`src/rtl/spi_crypto_pkg.sv`:
```
// Shared types for the SPI crypto front end: FSM states, SPI mode and edge selection.
package spi_crypto_pkg;

  typedef enum logic [2:0] {IDLE, LOAD, START, WAIT, SHIFT} spi_state_e;

  typedef struct packed {
    logic cpol;
    logic cpha;
  } spi_mode_t;

  typedef struct packed {
    logic sample_rise;
    logic shift_rise;
  } edge_sel_t;

  // Modes 0 and 3 sample on the rising edge; modes 1 and 2 sample on the falling edge.
  function automatic edge_sel_t edge_sel(spi_mode_t m);
    edge_sel_t r;
    r.sample_rise = ~(m.cpol ^ m.cpha);
    r.shift_rise  = m.cpol ^ m.cpha;
    return r;
  endfunction

endpackage

```
`src/rtl/spi_pin_sync.sv`:
```
// Two-flop synchroniser for one SPI pin, plus an edge register giving rise/fall pulses.
module spi_pin_sync (
  input  logic clk,
  input  logic reset_n,
  input  logic d,
  output logic q,
  output logic rise,
  output logic fall
);

  logic s1, s2, s3;

  always_ff @(posedge clk or negedge reset_n) begin
    if (!reset_n) begin
      s1 <= 1'b0;
      s2 <= 1'b0;
      s3 <= 1'b0;
    end else begin
      s1 <= d;
      s2 <= s1;
      s3 <= s2;
    end
  end

  // q is aligned with the edge pulses, so data and clock pins stay in step.
  assign q    = s2;
  assign rise = s2 & ~s3;
  assign fall = ~s2 & s3;

endmodule

```
`src/rtl/spi_crypto_front.sv`:
```
// SPI target front end: shifts key/plaintext in, pulses start, shifts cyphertext out.
// Optional ready output for an MCU interrupt pin when SPI_READY_EN is defined.
module spi_crypto_front
  import spi_crypto_pkg::*;
#(
  parameter int KEY_W = 512,
  parameter int PT_W  = 512,
  parameter int CT_W  = 512,
  parameter bit CPOL  = 1'b0,
  parameter bit CPHA  = 1'b0
) (
  input  logic              clk,
  input  logic              reset_n,
  input  logic              sck,
  input  logic              sdi,
  input  logic              load,
  output logic              sdo,
  output logic              start,
  input  logic              done,
  output logic [KEY_W-1:0]  key,
  output logic [PT_W-1:0]   plaintext,
  input  logic [CT_W-1:0]   cyphertext,
  output logic              err
`ifdef SPI_READY_EN
  ,
  output logic              ready
`endif
);

  localparam int TOT = KEY_W + PT_W;
  localparam int CW  = $clog2(TOT + 1);
  localparam int SW  = $clog2(CT_W + 1);
  localparam spi_mode_t MODE = '{cpol: CPOL, cpha: CPHA};
  localparam edge_sel_t ES   = edge_sel(MODE);

  // Pin order: [0] sck, [1] sdi, [2] load
  logic [2:0] pins, pin_q, pin_rise, pin_fall;
  assign pins = {load, sdi, sck};

  for (genvar i = 0; i < 3; i++) begin : g_sync
    spi_pin_sync u_sync (
      .clk     (clk),
      .reset_n (reset_n),
      .d       (pins[i]),
      .q       (pin_q[i]),
      .rise    (pin_rise[i]),
      .fall    (pin_fall[i])
    );
  end

  logic sdi_s, load_rise, load_fall, samp, shft;
  assign sdi_s     = pin_q[1];
  assign load_rise = pin_rise[2];
  assign load_fall = pin_fall[2];
  assign samp      = ES.sample_rise ? pin_rise[0] : pin_fall[0];
  assign shft      = ES.shift_rise  ? pin_rise[0] : pin_fall[0];

  logic unused_pins;
  assign unused_pins = ^{pin_q[0], pin_q[2], pin_rise[1], pin_fall[1]};

  spi_state_e      state;
  logic [CW-1:0]   cnt;
  logic [SW-1:0]   scnt;
  logic [TOT-1:0]  kp;
  logic [CT_W-1:0] sr;

  assign key       = kp[KEY_W-1:0];
  assign plaintext = kp[TOT-1:KEY_W];

  always_ff @(posedge clk or negedge reset_n) begin
    if (!reset_n) begin
      state <= IDLE;
      cnt   <= '0;
      scnt  <= '0;
      kp    <= '0;
      sr    <= '0;
      sdo   <= 1'b0;
      start <= 1'b0;
      err   <= 1'b0;
    end else begin
      start <= 1'b0;
      case (state)
        IDLE: begin
          if (load_rise) begin
            state <= LOAD;
            cnt   <= '0;
            err   <= 1'b0;
          end
        end
        LOAD: begin
          if (load_fall) begin
            if (cnt == CW'(TOT)) begin
              state <= START;
              start <= 1'b1;
            end else begin
              err   <= 1'b1;
              state <= IDLE;
            end
          end else if (samp && cnt != CW'(TOT)) begin
            kp  <= {kp[TOT-2:0], sdi_s};
            cnt <= cnt + CW'(1);
          end
        end
        START: state <= WAIT;
        WAIT: begin
          if (load_rise) begin
            state <= LOAD;
            cnt   <= '0;
            err   <= 1'b0;
          end else if (done) begin
            state <= SHIFT;
            scnt  <= '0;
            // With CPHA=0 the first sample edge is the leading one, so the MSB goes out now.
            if (!MODE.cpha) begin
              sdo <= cyphertext[CT_W-1];
              sr  <= cyphertext << 1;
            end else begin
              sr  <= cyphertext;
            end
          end
        end
        SHIFT: begin
          if (load_rise) begin
            state <= LOAD;
            cnt   <= '0;
            err   <= 1'b0;
            sdo   <= 1'b0;
          end else if (shft) begin
            sdo <= sr[CT_W-1];
            sr  <= sr << 1;
          end else if (samp) begin
            // The transfer ends once the MCU has sampled the last bit.
            if (scnt == SW'(CT_W - 1)) begin
              sdo   <= 1'b0;
              state <= IDLE;
            end else begin
              scnt <= scnt + SW'(1);
            end
          end
        end
        default: state <= IDLE;
      endcase
    end
  end

`ifdef SPI_READY_EN
  always_ff @(posedge clk or negedge reset_n) begin
    if (!reset_n) ready <= 1'b0;
    else if (state == WAIT && done && !load_rise) ready <= 1'b1;
    else if (state != SHIFT || shft || load_rise) ready <= 1'b0;
  end
`endif

endmodule

```
`config.mk`:
```
export PLATFORM = sky130hd
export DESIGN_NAME = spi_crypto_front
export DESIGN_NICKNAME = d
export VERILOG_FILES = /design/src/rtl/spi_crypto_pkg.sv /design/src/rtl/spi_pin_sync.sv /design/src/rtl/spi_crypto_front.sv
export SDC_FILE = /design/constraint.sdc
export NUM_CORES = 2
export LEC_CHECK = 0
export CAP_MARGIN = 20
export CORE_AREA = 2 2 603 605
export DETAILED_ROUTE_END_ITERATION = 16
export DIE_AREA = 0 0 605 607
export GPL_ROUTABILITY_DRIVEN = 0
export SYNTH_ARGS = -nofsm -noshare
export SYNTH_HDL_FRONTEND = slang
export SYNTH_SLANG_ARGS = --single-unit
```
`constraint.sdc`:
```
create_clock -name clk -period 2.17 [get_ports clk]
set_clock_uncertainty 0.15 [all_clocks]
set_input_delay 0.217 -clock clk [delete_from_list [all_inputs] [get_ports clk]]
set_output_delay 0.217 -clock clk [all_outputs]
set_load 0.03 [all_outputs]
```
==> impl_metrics.csv <==
group,metric,value,unit
status,outcome,"finished, violations left",
status,violations,"setup timing",
pwr,leakage,51.63,nW
worst_setup_path,max_stage_delay,400,ps
pwr,power_density,728.3,nW/um^2
floorplan,core,360900,um^2
worst_setup_path,crit_chain,"buf_6 > buf_6 > and3b_2 > and3_4 > or2_4 > buf_12 > buf_12 > clkbuf_16 > buf_6 > nor2_1 > a31oi_1",
clock_network,cts_sinks,1570,
sta,drv_slew,0,
clock_network,cts_buffers,184,
yosys,yosys_warnings,0,
final_layout,syn2layout_area_growth,59.58,%
clock_network,cts_tree,"yes",
yosys,ys.flop_type,"dfrtp_1",
route,routed-wl-met3,18030,um
final_layout,nFillCells,38040,
yosys,syn_nets,7821,
clock_network,cts_max_path_buffers,4,
floorplan,die_h,607,um
pwr,ir_drop,0.5768,mV
final_layout,final_cell_mix,"nand2_1, dfrtp_1, dlygate4sd2_1, clkdlybuf4s50_1, dlygate4sd3_1",
worst_setup_path,crit_buf_inv,6,
flow_run,drv_cap,0,
yosys,synth_edf_count,0,
placed_design,portBuffers,1544,
grt,overflow,0,
route,wl,262500,um
route,post-route-drc-count,0,
worst_setup_path,cp_max_fo,7,
worst_setup_path,crit_slowest_cell,"dfrtp_1",
grt,antenna_found_initial,24,
sta,setup_slack,-354.2,ps
clock_network,clock-root-buffer,"clkbuf_16",
route,vias,58950,
yosys,synth-seq-cells,1570,
route,drt_first_pass_iters,6,
route,met1_length,105800,um
sta,max_slew_margin,0.5737,
yosys,ys_types,47,
grt,grt_max_degree,86,
floorplan,io_pins,1545,
clock_network,h-tree-depth,4,
sta,fmax,396.2,MHz
floorplan,start_util,0.1742,
route,routedWlPerCell,18.07,um
route,routed.top_layer,"met5",
grt,grt_usage,0.1320,
sta,period_needed,2524,ps
worst_setup_path,cp.arrival,3080,ps
worst_hold_path,hold_class,"in -> reg",
placed_design,dpl_worst_slack,-226.1,ps
yosys,syn-cell-area,62870,um^2
sta,tns,-154660,ps
final_layout,final_common_cell,"nand2_1",
clock_network,clock_latency,850,ps
grt,grt_pass1_wl,371200,um
yosys,synth_cells,7300,
worst_setup_path,startpoint_type,"flip-flop",
final_layout,layout.nets,10100,
worst_setup_path,crit_top_cell,"buf_6",
worst_setup_path,endpoint_kind,"flip-flop",
sta,period_share,1.163,
route,viasPerCell,4.058,
final_layout,drive_gt1_frac,0.1173,
route,drt-initial-drc-count,5097,
route,ant_nets,0,
worst_setup_path,cp.required,2720,ps
sta,worst_pin_slew,639.5,ps
sta,setup_viol,1449,
floorplan,die-area,367200,um^2
worst_setup_path,critical-path-top-delay-family,"simple AND/OR/NAND/NOR gates",
grt,grt_pass1_vias,56530,
worst_setup_path,crit_type,"reg -> reg",
placed_design,hpwl,188000,um
sta,rsz0062_at_grt,"true",
floorplan,row_count,221,
sta,finalHoldViolCount,0,
yosys,yosysSeqAreaShare,0.6249,
clock_network,cts.clk_slew.worst_paths,70,ps
yosys,syn_avg_cell_area,8.613,um^2
floorplan,die_width,605,um
route,route.met2.wl,127700,um
yosys,async_reset_ff_frac,1.000,
==> Yosys cell counts (3+ instances only) <==
library cell  instances  share of area
a21oi_1               6        0.00048
a31oi_1             515          0.051
and2_1                3        0.00030
and3_1                4        0.00040
buf_2               236          0.019
buf_4                27         0.0032
buf_6                11         0.0020
clkbuf_1            186          0.011
dfrtp_1            1570           0.62
ha_1                  3        0.00060
inv_1                 7        0.00042
nand2_1            4120           0.25
nand2b_1              4        0.00040
nand3_1              11        0.00088
nand4_1               7        0.00070
nor2_1              527          0.031
nor2b_1               3        0.00030
nor3_1                4        0.00032
o21ai_0              14         0.0011
o21ai_1               3        0.00024
or4_1                 3        0.00036
xor2_1                3        0.00042
==> worst register-to-register path, stage by stage (launching register included) <==
cell       delay, ps
dfrtp_1          400
buf_6            130
buf_6            100
and3b_2          220
and3_4           190
or2_4            270
buf_12           160
buf_12           170
clkbuf_16        180
buf_6            140
nor2_1           190
a31oi_1          100
==> flip-flops by register name, summed over array words and instances (netlist names) <==
register          count
err                   1
g_sync.u_sync.s1      3
scnt                 10
cnt                  11
state                 3
kp                 1024
g_sync.u_sync.s3      2
sr                  511
sdo                   1
start                 1
g_sync.u_sync.q       3
==> final timing paths <==
kind / end / depth (start not counted) / slack [ps] / from
worst max-delay path: sr[213]$_DFFE_PN0P_ / 11 / -350 / state[1]$_DFFE_PN0P_
worst min-delay path: sr[357]$_DFFE_PN0P_ / 4 / 80 / cyphertext[356]
worst max register to register: sr[213]$_DFFE_PN0P_ / 11 / -350 / state[1]$_DFFE_PN0P_
worst min register to register: g_sync[1].u_sync.q$_DFF_PN0_ / 0 / 210 / g_sync[1].u_sync.s1$_DFF_PN0_
max in group asynchronous: kp[19]$_DFFE_PN0P_ / 4 / 1070 / reset_n
min in group asynchronous: sr[194]$_DFFE_PN0P_ / 3 / 170 / reset_n
==> area by class of cell <==
| class | instances | area, um^2 | share of cell area |
|---|---|---|---|
| flip-flops and latches | 1570 | 39310 | 0.3917 |
| repair buffers | 2551 | 26420 | 0.2633 |
| multi-input cells | 5263 | 22380 | 0.2230 |
| well taps | 4794 | 5998 | 0.05978 |
| clock buffers | 267 | 5370 | 0.05352 |
| clock inverters | 56 | 787.0 | 0.007844 |
| diodes | 21 | 52.55 | 0.0005237 |
| inverters | 7 | 26.28 | 0.0002619 |
==> stage by stage <==
stage / cells / area, um^2 / total power [W] / hold slack, ps / utilization
3_3_place_gp: 13590 / 86800 / 0.03979 / 69.40 / 0.2406
2_1_floorplan: 7300 / 62890 / 0.03575 / -228.6 / -
5_1_grt: 14530 / 100300 / 0.07600 / 82.81 / 0.2780
4_1_cts: 14460 / 98040 / 0.07309 / 56.06 / 0.2717
3_5_place_dp: 13590 / 86800 / 0.03991 / 66.70 / 0.2406
6_report: 14530 / 100300 / 0.07307 / 82.08 / 0.2781
==> per-layer routing <==
| layer | vias up | global-route usage |
|---|---|---|
| met5 | - | 0 |
| li1 | 27580 | - |
| met1 | 28760 | 0.1626 |
| met2 | 2081 | 0.2223 |
| met4 | 2 | 0.05422 |
| met3 | 527 | 0.02942 |
==> power breakdown <==
group          switching [W]  internal [W]
Combinational        0.00452       0.00421
Sequential           0.00132        0.0311
Clock                 0.0134        0.0186
==> cell families after synthesis <==
logic type | share of synthesized area
multiplexers | 0.0004975
adder cells (fa/ha/maj) | 0.0005971
AO/OA/AOI/OAI | 0.05453
AND/OR/NAND/NOR | 0.2834
XOR/XNOR | 0.0005573
flip-flops | 0.6249
buffers and inverters | 0.03550
==> what timing repair did <==
| action | in CTS | in global routing |
|---|---|---|
| setup endpoints to repair | 2346 | 1571 |
| buffers inserted | 16 | 15 |
| endpoints found under the hold margin | 2085 | 0 |
| gates resized for setup | 1474 | 296 |
| pin swaps | 4 | 10 |
| hold buffers | 517 | 0 |
| cloned | 11 | 39 |
Note: power is estimated with default switching activity, not from simulation.
